$ cat config.mk
export PLATFORM = sky130hd
export DESIGN_NAME = adder_result_buffer
export DESIGN_NICKNAME = d
export VERILOG_FILES = /design/src/rtl/adder_pkg.sv /design/src/rtl/adder_result_fifo_mem.sv /design/src/rtl/adder_result_buffer.sv
export SDC_FILE = /design/constraint.sdc
export NUM_CORES = 1
export LEC_CHECK = 0
export BUFFER_PORTS_ARGS = -buffer_cell sky130_fd_sc_hd__buf_2
export CAP_MARGIN = 20
export CORE_ASPECT_RATIO = 1.1
export CORE_MARGIN = 4
export CORE_UTILIZATION = 55
export DETAILED_ROUTE_END_ITERATION = 8
export PLACE_DENSITY = 0.78
export SETUP_SLACK_MARGIN = 0.05
export SLEW_MARGIN = 0
export SYNTH_ARGS = -nofsm -noshare
export SYNTH_HDL_FRONTEND = slang
export SYNTH_SLANG_ARGS = --single-unit
$ cat constraint.sdc
create_clock -name clk -period 5.9 [get_ports clk]
set_input_delay 0.59 -clock clk [delete_from_list [all_inputs] [get_ports clk]]
set_output_delay 0.59 -clock clk [all_outputs]
set_load 0.05 [all_outputs]
$ cat src/rtl/adder_pkg.sv
// Shared types and widths for the 4-bit adder result path.
// Holds the buffered entry layout and the saturation helper.
package adder_pkg;

  localparam int WIDTH   = 4;
  localparam int COUNT_W = 8;

  typedef struct packed {
    logic [WIDTH-1:0] sum;
    logic             carryout;
    logic             overflow;
  } result_t;

  localparam int ENTRY_W = $bits(result_t);

  // Clamp a signed overflow to the representable extreme on the side the
  // true result lies: a negative-looking wrapped sum means a positive overflow.
  function automatic result_t saturate(input result_t r);
    result_t s;
    s = r;
    if (r.overflow) begin
      s.sum = r.sum[WIDTH-1] ? {1'b0, {(WIDTH-1){1'b1}}} : {1'b1, {(WIDTH-1){1'b0}}};
    end
    return s;
  endfunction

endpackage

$ cat src/rtl/adder_result_fifo_mem.sv
// Circular storage array with wrapping read/write pointers.
// Push/pop qualification (full/empty) is the caller's responsibility.
module adder_result_fifo_mem #(
  parameter int DEPTH  = 4,
  parameter int DATA_W = 6
) (
  input  logic              clk,
  input  logic              reset,
  input  logic              push,
  input  logic              pop,
  input  logic [DATA_W-1:0] wr_data,
  output logic [DATA_W-1:0] rd_data
);

  localparam int PTR_W = $clog2(DEPTH);

  logic [DATA_W-1:0] mem_q [DEPTH];
  logic [PTR_W-1:0]  wr_ptr_q, wr_ptr_d;
  logic [PTR_W-1:0]  rd_ptr_q, rd_ptr_d;

  // DEPTH is a power of two, so natural pointer overflow is the modulo wrap.
  assign wr_ptr_d = push ? wr_ptr_q + 1'b1 : wr_ptr_q;
  assign rd_ptr_d = pop  ? rd_ptr_q + 1'b1 : rd_ptr_q;

  // NOTE: sequential state uses non-blocking assignments so every register
  // samples pre-edge values regardless of process evaluation order.
  always_ff @(posedge clk or posedge reset) begin
    if (reset) begin
      wr_ptr_q <= '0;
      rd_ptr_q <= '0;
    end else begin
      wr_ptr_q <= wr_ptr_d;
      rd_ptr_q <= rd_ptr_d;
    end
  end

  // NOTE: the array is deliberately not reset; stale words are unreachable
  // once the pointers clear, and the top masks the head while empty.
  always_ff @(posedge clk) begin
    if (push) begin
      mem_q[wr_ptr_q] <= wr_data;
    end
  end

  assign rd_data = mem_q[rd_ptr_q];

endmodule

$ cat src/rtl/adder_result_buffer.sv
// First-word-fall-through buffer for adder results with overflow statistics.
// Optional: define ADDER_RESULT_SATURATE_EN to store saturated sums on overflow.
module adder_result_buffer
  import adder_pkg::*;
#(
  parameter int DEPTH = 4
) (
  input  logic                   clk,
  input  logic                   reset,
  input  logic                   in_valid,
  output logic                   in_ready,
  input  logic [WIDTH-1:0]       in_sum,
  input  logic                   in_carryout,
  input  logic                   in_overflow,
  output logic                   out_valid,
  input  logic                   out_ready,
  output logic [WIDTH-1:0]       out_sum,
  output logic                   out_carryout,
  output logic                   out_overflow,
  input  logic                   clear,
  output logic                   ovf_sticky,
  output logic [COUNT_W-1:0]     ovf_count,
  output logic [$clog2(DEPTH):0] level
);

  localparam int LVL_W = $clog2(DEPTH) + 1;

  logic [LVL_W-1:0]   level_q, level_d;
  logic [COUNT_W-1:0] ovf_count_q, ovf_count_d;
  logic               ovf_sticky_q, ovf_sticky_d;
  logic               rdy_en_q;
  logic               push, pop;
  result_t            wr_entry, head;

  // Holds in_ready low while reset is asserted and releases it on the
  // first edge afterwards.
  always_ff @(posedge clk or posedge reset) begin
    if (reset) begin
      rdy_en_q <= 1'b0;
    end else begin
      rdy_en_q <= 1'b1;
    end
  end

  assign in_ready  = rdy_en_q && (level_q != LVL_W'(DEPTH));
  assign out_valid = (level_q != '0);
  assign push      = in_valid && in_ready;
  assign pop       = out_valid && out_ready;

`ifdef ADDER_RESULT_SATURATE_EN
  assign wr_entry = saturate('{sum: in_sum, carryout: in_carryout, overflow: in_overflow});
`else
  assign wr_entry = '{sum: in_sum, carryout: in_carryout, overflow: in_overflow};
`endif

  adder_result_fifo_mem #(
    .DEPTH  (DEPTH),
    .DATA_W (ENTRY_W)
  ) u_mem (
    .clk     (clk),
    .reset   (reset),
    .push    (push),
    .pop     (pop),
    .wr_data (wr_entry),
    .rd_data (head)
  );

  // NOTE: every combinational output gets a default before any branch, so
  // no path leaves a value unassigned and no latch is inferred.
  always_comb begin
    level_d      = level_q;
    ovf_count_d  = ovf_count_q;
    ovf_sticky_d = ovf_sticky_q;

    case ({push, pop})
      2'b10:   level_d = level_q + 1'b1;
      2'b01:   level_d = level_q - 1'b1;
      default: level_d = level_q;
    endcase

    // Clear takes priority, so a coincident overflow push is not counted.
    if (clear) begin
      ovf_count_d  = '0;
      ovf_sticky_d = 1'b0;
    end else if (push && in_overflow) begin
      ovf_sticky_d = 1'b1;
      if (ovf_count_q != '1) begin
        ovf_count_d = ovf_count_q + 1'b1;
      end
    end
  end

  always_ff @(posedge clk or posedge reset) begin
    if (reset) begin
      level_q      <= '0;
      ovf_count_q  <= '0;
      ovf_sticky_q <= 1'b0;
    end else begin
      level_q      <= level_d;
      ovf_count_q  <= ovf_count_d;
      ovf_sticky_q <= ovf_sticky_d;
    end
  end

  assign level      = level_q;
  assign ovf_count  = ovf_count_q;
  assign ovf_sticky = ovf_sticky_q;

  // Masking with out_valid keeps unwritten storage off the outputs.
  assign out_sum      = out_valid ? head.sum      : '0;
  assign out_carryout = out_valid ? head.carryout : 1'b0;
  assign out_overflow = out_valid ? head.overflow : 1'b0;

endmodule

# Yosys cells after proc, flatten, opt, wreduce, memory -nomap -nowiden

Memories as Yosys holds them, arrays and structs flattened.
Index checks and enable logic that the tools add are counted.

Add/subtract/negate cells: 5
Equal/unequal tests: 4
Muxes and demuxes: 11
Reduce and logical (&&, ||, !) cells: 9

Operators by type and width:

| kind                  | count |
|---|---|
| $mux W8               | 3 |
| $add A8 B1 Y8 const B | 1 |
| $ne A8 B8 Y1 const B  | 1 |
| $mux W1               | 6 |
| $pmux W3 S2           | 1 |
| $reduce_bool A2 Y1    | 3 |
| $add A2 B1 Y2 const B | 2 |
| $logic_and A1 B1 Y1   | 4 |
| $mux W4               | 1 |
| $add A3 B1 Y3 const B | 1 |
| $ne A3 B3 Y1 const B  | 1 |
| $reduce_bool A3 Y1    | 1 |
| $sub A3 B1 Y3 const B | 1 |
| $eq A2 B1 Y1 const B  | 1 |
| $eq A2 B2 Y1 const B  | 1 |
| $reduce_and A2 Y1     | 1 |

Bits in registers: 17
Bits in writable memories: 24
Input bits: 11
Output and inout bits: 20
Logic and storage cells: 36
Memories kept: 1

Memory list:

| name        | depth | bits a word | read ports | clocked after Yosys merged registers in | write ports | line                        | RTL |
|---|---|---|---|---|---|---|---|
| u_mem.mem_q | 4     | 6           | 1          | 0                                       | 1           | adder_result_fifo_mem.sv:17 | `logic [DATA_W-1:0] mem_q [DEPTH];` |

# Longest topological paths before layout

Gate-level depths: netlist of run 1.

Depth after elaboration: 6
Depth in mapped cells: 10

# Hierarchy

Synthesis of run 1 repeated with hierarchy kept, for this count alone.

Cells, all modules: 134
Area total of the unflattened synthesis: 1,876.8 um2

Modules (own cells, without submodules):

| module                | instances | cells each | area an instance (um2) |
|---|---|---|---|
| adder_result_fifo_mem | 1         | 53         | 1,097.3 |
| adder_result_buffer   | 1         | 81         | 779.5 |

# Least setup slack after synthesis of run 1

No wires, ideal clock.

Kind: reg-to-reg
Start point: reg level_q[0], in the netlist level[0]
End point: reg level_q[2], in the netlist level[2]
Library setup time: 0.082 ns
Data arrival time: 2.639 ns
Data required time: 5.818 ns
Slack: 3.179 ns
Cell stages (with the launch flop): 10
Clock period less this slack: 2.721 ns
Path through: dfrtp_1 > or3_1 > clkbuf_1 > and2_1 > ha_1 > inv_1 > fa_1 > xor2_1 > nor2_1 > xor2_1

Elaborated cells between the ends (all ways): 11
Those cells by class: 2 x add/sub; 3 x eq/ne; 1 x mux; 5 x reduce/logical

RTL lines:

| element                                                  | line                      | RTL |
|---|---|---|
| start: declaration                                       | adder_result_buffer.sv:28 | `logic [LVL_W-1:0] level_q, level_d;` |
| start signal: assignment                                 | adder_result_buffer.sv:99 | `level_q <= level_d;` |
| $reduce_bool A3 Y1 (*)                                   | adder_result_buffer.sv:46 | `assign out_valid = (level_q != '0);` |
| via out_valid                                            | adder_result_buffer.sv:15 | `output logic out_valid,` |
| $logic_and A1 B1 Y1 (*)                                  | adder_result_buffer.sv:48 | `assign pop = out_valid && out_ready;` |
| via pop                                                  | adder_result_buffer.sv:32 | `logic push, pop;` |
| $eq A2 B1 Y1 / $eq A2 B2 Y1 (equally long branches)      | adder_result_buffer.sv:75 | `case ({push, pop})` |
| $pmux W3 S2 / $reduce_bool A2 Y1 (equally long branches) | -                         |  |

Mark *: on every way through the listed nets, which the timed path passes. The rest lies on a longest branch.
A chain may end at the register's enable or synchronous reset.

# Final worst setup path of run 1

Start point: reg u_mem.rd_ptr_q[0]
End point: out out_overflow

Word-level cells in the longest chain between the ends: 2

Ends and longest elaborated chain:

| element                  | line                        | RTL |
|---|---|---|
| start: declaration       | adder_result_fifo_mem.sv:19 | `logic [PTR_W-1:0] rd_ptr_q, rd_ptr_d;` |
| start signal: assignment | adder_result_fifo_mem.sv:33 | `rd_ptr_q <= rd_ptr_d;` |
| $mem_v2 Z4 W6            | -                           |  |
| $mux W1                  | adder_result_buffer.sv:112  | `assign out_overflow = out_valid ? head.overflow : 1'b0;` |
| end: declaration         | adder_result_buffer.sv:19   | `output logic out_overflow,` |

No other way between the ends.

==> results of run 1 <==
==> registers in the layout, summed over array words and instances (netlist names) <==
| signal | count |
|---|---|
| u_mem.mem_q | 24 |
| ovf_count | 8 |
| level | 3 |
| u_mem.rd_ptr_q | 2 |
| u_mem.wr_ptr_q | 2 |
| ovf_sticky | 1 |
| rdy_en_q | 1 |
==> per-layer routing <==
layer	wire [um]	GRT usage [%]	vias to the layer above
met5	0	0	-
met4	46	6.47	0
met3	108	3.57	5
met2	1500	23.5	23
met1	1560	24.6	542
li1	-	-	551
==> how the worst max path moves through the flow <==
| stage | start | endpoint | depth (start not counted) |
|---|---|---|---|
| 2_1_floorplan | level[0]$_DFFE_PP0P_ | level[2]$_DFFE_PP0P_ | 9 |
| 3_3_place_gp | level[0]$_DFFE_PP0P_ | level[2]$_DFFE_PP0P_ | 9 |
| 3_5_place_dp | level[0]$_DFFE_PP0P_ | level[2]$_DFFE_PP0P_ | 9 |
| 4_1_cts | u_mem.rd_ptr_q[0]$_DFFE_PP0P_ | out_overflow | 3 |
| 5_1_grt | u_mem.rd_ptr_q[0]$_DFFE_PP0P_ | out_overflow | 3 |
| 6_report | u_mem.rd_ptr_q[0]$_DFFE_PP0P_ | out_overflow | 3 |
==> cell type report <==
type                            instances  share of cell area [%]
Inverter                                8                    1.41
Sequential cell                        41                    54.0
Clock inverter                          2                    1.59
Timing Repair Buffer                   30                    7.07
Clock buffer                            6                    1.94
Multi-Input combinational cell         82                    32.0
Tap cell                               34                    2.00
==> cell usage in the layout (no fill, tap or decap), drive strengths merged, types with 5 or more instances in the layout <==
cell    count
buf        30
edfxtp     24
dfrtp      17
and2       12
nor2        8
inv         8
nand3       7
mux4        6
ha          6
clkbuf      6
nand2       5
a21oi       5
==> kinds of logic (layout without fill, tap and decap cells) <==
group,after synthesis,after routing,share of synthesized area [%]
other cells,1,1,0.200
simple gates,46,46,14.9
flops,41,41,61.1
mux,8,8,8.33
compound gates,14,14,4.87
xor+xnor,6,6,2.80
fa+ha+maj,7,7,5.07
buf+inv,13,46,2.73
==> report_power, final <==
part / switching, mW / internal [mW] / leakage [nW] / total (mW)
clock network: 0.0840 / 0.0883 / 0.0399 / 0.172
registers: 0.0498 / 0.350 / 0.437 / 0.399
logic: 0.268 / 0.136 / 0.391 / 0.404
total: 0.402 / 0.574 / 0.868 / 0.976
==> metrics by stage <==
step | power [mW] | cells | instance area, um2 | hold slack, ns
2_1_floorplan | 0.726 | 136 | 1880 | 0.516
3_3_place_gp | 0.799 | 195 | 2050 | 0.480
3_5_place_dp | 0.812 | 195 | 2050 | 0.492
4_1_cts | 0.986 | 203 | 2120 | 0.346
5_1_grt | 1.04 | 203 | 2120 | 0.367
6_report | 0.976 | 203 | 2120 | 0.327
==> Yosys cell counts (2+ instances only) <==
cell       n  share of area (%)
or4_1      2               0.80
a211oi_1   2               0.80
xnor2_1    3                1.4
nand2_1    5                1.0
xor2_1     3                1.4
edfxtp_1  24                 38
inv_1      8                1.6
a21oi_1    5                1.3
mux4_2     6                7.2
dfrtp_1   17                 23
nand3_1    6                1.6
buf_2      2               0.53
nor2_1     8                1.6
o31ai_1    2               0.80
clkbuf_1   2               0.40
ha_1       6                4.0
o21ai_0    2               0.53
and2_1    12                4.0
or3_1      2               0.67
==> reports/qor.yml, run 1 <==
critical_path_required_ns: 5.31
outcome: "complete, no violations"
postRouteAntennaNets: 0
ys.warnings.count: 0
hold_path_class: "input pin to async pin"
syn-num-nets: 154
avgSynthCellArea_um2: 13.8
dr.first_iter.drc_count: 36
die_y_um: 69.3
grt_pass1_wl_mm: 5.62
hold_violations: 0
synthToLayoutAreaGrowth_pct: 13.1
endpoint_kind: "output port"
crit_arrival_ns: 1.92
yosysSeqAreaShare_pct: 61.1
rsz0062_at_grt: "false"
clock-sinks: 41
place_ws_ns: 3.56
r2r_start: "level[0]$_DFFE_PP0P_"
synth_cell_type_count: 38
gp_congestion: 0.849
rr_worst_depth: 9
fin_crit_sh_pct: 42.5
cap_violations: 0
cts.clk_slew.worst_paths_ns: 0.12
cp-start-kind: "register"
cts-root-buf: "clkbuf_4"
cp_max_fo: 8
setup_viol: 0
final_util_pct: 67.3
viasPerCell: 5.52
critical_path_buf_inv_count: 1
grt_antenna_before_repair: 0
ctsHtreeMaxLevel: 2
fin_skew_ns: 0.00921
peakVddDrop_v: 0.000231
critical_path_class: "register to output port"
cts_tree: "done"
max_freq_ghz: 0.399
cts-resized-gates: 0
r2r_slack_ns: 3.52
syn_area_um2: 1880
drive_gt1_share_pct: 29.6
cts_made_buffers: 5
wl_per_cell_um: 15.8
reg2reg_to: "level[2]$_DFFE_PP0P_"
synthCells: 136
power.density_nw_per_um2: 460
port_buffers: 30
multi_input_area_um2: 679
max_stage_delay_ns: 0.65
insertion_delay_ns: 0.34
row_count: 21
cp_top_family: "flip-flops"
finalWirelength_mm: 3.22
drt_first_pass_iters: 4
track_usage_pct: 16.5
period_minus_slack_ns: 2.51
worst_slew_pin_slew_ns: 0.665
seq_area_um2: 1150
gr-total-overflow: 0
die_area_um2: 4410
first_global_vias: 1145
slew_violations: 0
num_vias: 1121
grt_max_degree: 18
antenna_cells: 0
core_area_um2: 3150
maxSlewHeadroom_pct: 55.6
postLayoutSetupSlackWorst_ns: 3.39
dieWidth_um: 63.7
dpl.hpwl_mm: 2.34
cpMaxStageDelayCell: "dfrtp_1"
cts_buffer_depth: 2
ios: 31
ys_ff_latch: 41
fin_nets: 186
leakage_nw: 0.868
cts.hold.buffers_added: 0
path_cells: "mux4_2 -> and2_1 -> buf_2"
drc: 0
synth-async-reset-ratio_pct: 41.5
initial_utilization_pct: 59.5
synth-edff-count: 24
fin_tns_setup_ns: 0
num-fill-cells: 241
postCtsSetupBuffers: 0
synth_flop_cell: "edfxtp_1"
No activity file was read; power rests on OpenSTA's default activity.
==> run 2: changes to the inputs <==
--- a/config.mk
+++ b/config.mk
@@ -9,9 +9,9 @@
 export CAP_MARGIN = 20
 export CORE_ASPECT_RATIO = 1.1
 export CORE_MARGIN = 4
-export CORE_UTILIZATION = 55
+export CORE_UTILIZATION = 50
 export DETAILED_ROUTE_END_ITERATION = 8
-export PLACE_DENSITY = 0.78
+export PLACE_DENSITY = 0.75
 export SETUP_SLACK_MARGIN = 0.05
 export SLEW_MARGIN = 0
 export SYNTH_ARGS = -nofsm -noshare
==> constraint.sdc (replaced) <==
create_clock -name clk -period 2.2 [get_ports clk]
set_input_delay 0.22 -clock clk [delete_from_list [all_inputs] [get_ports clk]]
set_output_delay 0.22 -clock clk [all_outputs]
set_load 0.05 [all_outputs]
==> reports/qor.yml, run 2 (synthesis results as in run 1) <==
ios: 31  # unchanged
endpoint_kind: "register"  # was output port
dr.first_iter.drc_count: 39  # was 36
critical_path_depth: 9  # was 3
dpl.hpwl_mm: 2.60  # was 2.34 mm
slew_violations: 0  # unchanged
dieWidth_um: 66.4  # was 63.7 um
postRouteAntennaNets: 0  # unchanged
crit_end: "level[2]$_DFFE_PP0P_"  # was out_overflow
track_usage_pct: 15.9  # was 16.5%
worst_slew_pin_slew_ns: 0.687  # was 0.665 ns
gp_congestion: 0.851  # was 0.849
port_buffers: 30  # unchanged
final_common_cell: "buf_2"  # unchanged
hold_violations: 0  # unchanged
critical_path_class: "register to register"  # was register to output port
cap_violations: 0  # unchanged
path_cells: "or3b_4 -> and3_4 -> inv_4 -> ha_4 -> inv_2 -> fa_2 -> xor2_1 -> nor2_1 -> xor2_1"  # was mux4_2 -> and2_1 -> buf_2
antenna_cells: 0  # unchanged
viasPerCell: 5.41  # was 5.52
dp_cells: 213  # was 195
most-common-layout-cells: "30 x buf_2, 24 x edfxtp_1, 13 x dfrtp_1"  # was 30 x buf_2, 24 x edfxtp_1, 17 x dfrtp_1
ctsHtreeMaxLevel: 2  # unchanged
cts_made_buffers: 5  # unchanged
cts.hold.buffers_added: 0  # unchanged
cp_top_family: "simple AND/OR/NAND/NOR gates"  # was flip-flops
grt_antenna_before_repair: 0  # unchanged
top_register: "u_mem.mem_q"  # unchanged
period_minus_slack_ns: 2.12
row_count: 23  # was 21
max_freq_ghz: 0.471
crit_arrival_ns: 2.33  # was 1.92 ns
fin_skew_ns: 0.00445  # was 0.00921 ns
cts-root-buf: "clkbuf_8"  # was clkbuf_4
power.density_nw_per_um2: 1280  # was 460 nW/um2
peakVddDrop_v: 0.000408  # was 0.000231 V
max_stage_delay_ns: 0.43  # was 0.65 ns
cts_tree: "done"  # unchanged
cts_buffer_depth: 2  # unchanged
cp_max_fo: 5  # was 8
postLayoutSetupSlackWorst_ns: 0.0782  # was 3.39 ns
die_y_um: 72.3  # was 69.3 um
fin_nets: 190  # was 186
num_vias: 1206  # was 1121
clock-sinks: 41  # unchanged
rsz0062_at_grt: "true"  # was false
outcome: "complete, no violations"  # unchanged
leakage_nw: 0.901  # was 0.868 nW
rr_worst_depth: 9  # unchanged
die_area_um2: 4800  # was 4410 um2
fin_crit_sh_pct: 96.4
setup_viol: 0  # unchanged
drive_gt1_share_pct: 38.2  # was 29.6%
cpMaxStageDelayCell: "dfrtp_2"  # was dfrtp_1
drt_first_pass_iters: 4  # unchanged
place_ws_ns: 0.0613  # was 3.56 ns
initial_utilization_pct: 51.8  # was 59.5%
finalWirelength_mm: 3.52  # was 3.22 mm
cp-start-kind: "register"  # unchanged
largest_reg_flops: 24  # unchanged
synthToLayoutAreaGrowth_pct: 19.8  # was 13.1%
gr-total-overflow: 0  # unchanged
crit_top_cell: "xor2_1"
r2r_slack_ns: 0.08  # was 3.52 ns
insertion_delay_ns: 0.29  # was 0.34 ns
num-fill-cells: 313  # was 241
first_global_vias: 1197  # was 1145
r2r_start: "level[1]$_DFFE_PP0P_"  # was level[0]$_DFFE_PP0P_
wl_per_cell_um: 15.8  # about the same
setup.worst_path.start: "level[1]$_DFFE_PP0P_"  # was u_mem.rd_ptr_q[0]$_DFFE_PP0P_
drc: 0  # unchanged
grt_pass1_wl_mm: 5.61  # was 5.62 mm
finalNonFillerCells: 223  # was 203
maxSlewHeadroom_pct: 54.1  # was 55.6%
hold_path_class: "input pin to async pin"  # unchanged
reg2reg_to: "level[2]$_DFFE_PP0P_"  # unchanged
core_area_um2: 3630  # was 3150 um2
critical_path_buf_inv_count: 2  # was 1
critical_path_required_ns: 2.40  # was 5.31 ns
grt_max_degree: 18  # unchanged
cts.clk_slew.worst_paths_ns: 0.08  # was 0.12 ns
==> run 2: layout make-up <==
cell class / instances / area, um2 / area share [%]
clock buffers: 6 / 82.6 / 3.67
repair buffers: 34 / 180 / 8.01
inverters: 8 / 32.5 / 1.45
flip-flops and latches: 41 / 1150 / 51.2
multi-input cells: 82 / 702 / 31.2
well taps: 50 / 62.6 / 2.78
clock inverters: 2 / 37.5 / 1.67
==> run 2: what timing repair did <==
item	4_1_cts	5_1_grt
setup buffers	0	2
pin swaps	1	1
resized for setup	0	1
endpoints found under the setup margin	1	7
==> run 2: how the worst min path moves through the flow <==
| stage | start | endpoint |
|---|---|---|
| after floorplan | reset | ovf_count[0]$_DFFE_PP0P_ |
| after global placement | reset | u_mem.rd_ptr_q[1]$_DFFE_PP0P_ |
| after detailed placement | reset | u_mem.rd_ptr_q[0]$_DFFE_PP0P_ |
| after CTS | reset | ovf_count[6]$_DFFE_PP0P_ |
| after global routing | reset | ovf_count[4]$_DFFE_PP0P_ |
| final | reset | u_mem.wr_ptr_q[0]$_DFFE_PP0P_ |
==> run 2: routing by layer <==
| layer | part of all wire (%) | track usage [%] | up-vias |
|---|---|---|---|
| li1 | - | - | 562 |
| met1 | 41 | 19.5 | 604 |
| met2 | 53 | 27.3 | 34 |
| met3 | 5.2 | 4.80 | 6 |
| met4 | 1.1 | 4.06 | 0 |
| met5 | 0 | 0 | - |
==> run 2: per-stage QoR <==
stage / TNS [ns] / hold WS [ns] / area, um2 / total power, mW / util (%)
after floorplan: -0.0682 / 0.146 / 1920 / 1.99 / -
after global placement: 0 / 0.334 / 2110 / 2.20 / 58.2
after detailed placement: 0 / 0.357 / 2110 / 2.25 / 58.2
after CTS: 0 / 0.0494 / 2230 / 2.87 / 61.6
after global routing: -0.000995 / 0.0800 / 2250 / 3.02 / 62.0
final: 0 / 0.0298 / 2250 / 2.87 / 62.0
==> run 2: power breakdown <==
group	switching, mW	internal [mW]	leakage, nW
clock network	0.244	0.369	0.0574
logic	0.752	0.426	0.411
registers	0.131	0.946	0.433
total	1.13	1.74	0.901
==> run 3: changes to the inputs <==
==> constraint.sdc (replaced) <==
create_clock -name clk -period 1.77 [get_ports clk]
set_input_delay 0.177 -clock clk [delete_from_list [all_inputs] [get_ports clk]]
set_output_delay 0.177 -clock clk [all_outputs]
set_load 0.05 [all_outputs]
==> reports/qor.yml, run 3 (synthesis results as in run 1) <==
fin_nets: 198  # was 190
met2WireLength_mm: 2.00  # was 1.87 mm
rsz0062_at_grt: "true"  # unchanged
fin_skew_ns: 0.00343  # was 0.00445 ns
gp_congestion: 0.827  # was 0.851
max_freq_ghz: 0.504  # was 0.471 GHz
cp_max_fo: 2  # was 5
endpoint_kind: "register"  # unchanged
drc: 0  # unchanged
cp-start-kind: "register"  # unchanged
leakage_nw: 0.955  # was 0.901 nW
wl_per_cell_um: 16.5  # was 15.8 um
die_area_um2: 4800  # unchanged
top_layer_used: "met4"  # unchanged
place_ws_ns: -0.243  # was 0.0613 ns
place_area_um2: 2180  # was 2110 um2
cts_made_buffers: 5  # unchanged
clock-sinks: 41  # unchanged
wl_met3_um: 156  # was 182 um
critical_path_required_ns: 1.98  # was 2.40 ns
peakVddDrop_v: 0.000688  # was 0.000408 V
dpl.hpwl_mm: 2.65  # was 2.60 mm
first_global_vias: 1306  # was 1197
grt_pass1_wl_mm: 6.16  # was 5.61 mm
fin_tns_setup_ns: -0.889  # was 0 ns
ios: 31  # unchanged
hold_path_class: "input pin to register"  # was input pin to async pin
drive_gt1_share_pct: 48.6  # was 38.2%
dp_cells: 220  # was 213
cap_violations: 0  # unchanged
track_usage_pct: 17.3  # was 15.9%
hold_violations: 0  # unchanged
outcome: "complete, but fails checks"  # was complete, no violations
power.density_nw_per_um2: 1570  # was 1280 nW/um2
period_minus_slack_ns: 1.98  # was 2.12 ns
num_vias: 1222  # was 1206
hold_ws_ns: 0.0994  # was 0.0298 ns
violations: "setup timing"
core_area_um2: 3630  # unchanged
row_count: 23  # unchanged
cts-root-buf: "clkbuf_8"  # unchanged
insertion_delay_ns: 0.29  # about the same
initial_utilization_pct: 51.8  # unchanged
postRouteAntennaNets: 0  # unchanged
finalWirelength_mm: 3.82  # was 3.52 mm
cts_tree: "done"  # unchanged
antenna_cells: 0  # unchanged
ctsHtreeMaxLevel: 2  # unchanged
die_y_um: 72.3  # unchanged
drt_first_pass_iters: 4  # unchanged
crit_arrival_ns: 2.20  # was 2.33 ns
gr-total-overflow: 0  # unchanged
dieWidth_um: 66.4  # unchanged
dr.first_iter.drc_count: 83  # was 39
grt_max_degree: 18  # unchanged
viasPerCell: 5.29  # was 5.41
setup_viol: 9  # was 0
port_buffers: 30  # unchanged
postLayoutSetupSlackWorst_ns: -0.213  # was 0.0782 ns
grt_antenna_before_repair: 0  # unchanged
slew_violations: 0  # unchanged
cts_buffer_depth: 2  # unchanged
drt-met1-wl_mm: 1.60  # was 1.43 mm
cts.clk_slew.worst_paths_ns: 0.08  # about the same
maxSlewHeadroom_pct: 54.9  # was 54.1%
worst_slew_pin_slew_ns: 0.676  # was 0.687 ns
fin_area_um2: 2400  # was 2250 um2
final_common_cell: "edfxtp_1"  # was buf_2
top_register: "u_mem.mem_q"  # unchanged
most-common-layout-cells: "24 x edfxtp_1, 22 x buf_2, 10 x dfrtp_2"  # was 30 x buf_2, 24 x edfxtp_1, 13 x dfrtp_1
finalNonFillerCells: 231  # was 223
critical_path_class: "register to register"  # unchanged
largest_reg_flops: 24  # unchanged
fin_crit_sh_pct: 112  # was 96.4%
synthToLayoutAreaGrowth_pct: 28.1  # was 19.8%
num-fill-cells: 280  # was 313
-- run 3: cell types whose count changed in the layout (fill, tap and decap cells not counted), moves of 4 or more --
cell     change
buf_6        +6
dfrtp_2      +6
and2_4       +4
buf_8        +5
buf_4        +4
and2_1       -5
buf_2        -8
dfrtp_1      -6
-- run 3: report_power, final --
| group | switching, mW | total, mW | internal [mW] | leakage, nW |
|---|---|---|---|---|
| Clock | 0.328 | 0.608 | 0.279 | 0.0445 |
| Combinational | 1.02 | 1.86 | 0.840 | 0.488 |
| Sequential | 0.141 | 1.32 | 1.18 | 0.423 |
-- run 3: layer usage --
layer  track usage, %  vias to the layer above
met5                0                        -
met4             7.22                        0
met3             3.56                        5
met2             29.7                       28
met1             21.3                      615
li1                 -                      574
-- run 3: layout make-up --
class / instances / area (um2) / area share [%]
Sequential cell: 41 / 1160 / 48.2
Inverter: 8 / 32.5 / 1.35
Tap cell: 50 / 62.6 / 2.60
Timing Repair Buffer: 42 / 323 / 13.4
Multi-Input combinational cell: 82 / 738 / 30.7
Clock inverter: 3 / 21.3 / 0.884
Clock buffer: 5 / 68.8 / 2.86
-- run 3: per-stage QoR --
step	power [mW]	utilization [%]
detailed placement	2.86	60.2
global placement	2.80	60.2
floorplan	2.48	-
global route	3.98	66.3
CTS	3.76	65.5
finish	3.78	66.3
-- run 3: final timing paths --
path	start	end	slack (ns)	depth (start not counted)
setup / recovery	level[0]$_DFFE_PP0P_	level[2]$_DFFE_PP0P_	-0.21	9
hold / removal	in_carryout	u_mem.mem_q[3][1]$_DFFE_PP_	0.1	1
setup reg to reg	level[0]$_DFFE_PP0P_	level[2]$_DFFE_PP0P_	-0.21	9
hold reg to reg	ovf_sticky$_DFFE_PP0P_	ovf_sticky$_DFFE_PP0P_	0.52	2
max in group asynchronous	reset	ovf_count[2]$_DFFE_PP0P_	0.76	3
min in group asynchronous	reset	u_mem.wr_ptr_q[0]$_DFFE_PP0P_	0.54	3
-- run 3: worst max-delay path, stage by stage, from the launching register on --
cell	delay [ns]
dfrtp_2	0.41
or3b_4	0.40
and3_4	0.17
inv_4	0.05
ha_4	0.12
inv_2	0.03
fa_2	0.32
xor2_1	0.14
nor2_1	0.11
xor2_1	0.15
-- run 3: repair_timing --
item	in CTS	in global routing
hold buffers	1	0
endpoints found under the hold margin	17	0
cloned	0	0
pin swaps	5	2
setup buffers	1	1
endpoints found under the setup margin	10	19
resized for setup	26	7
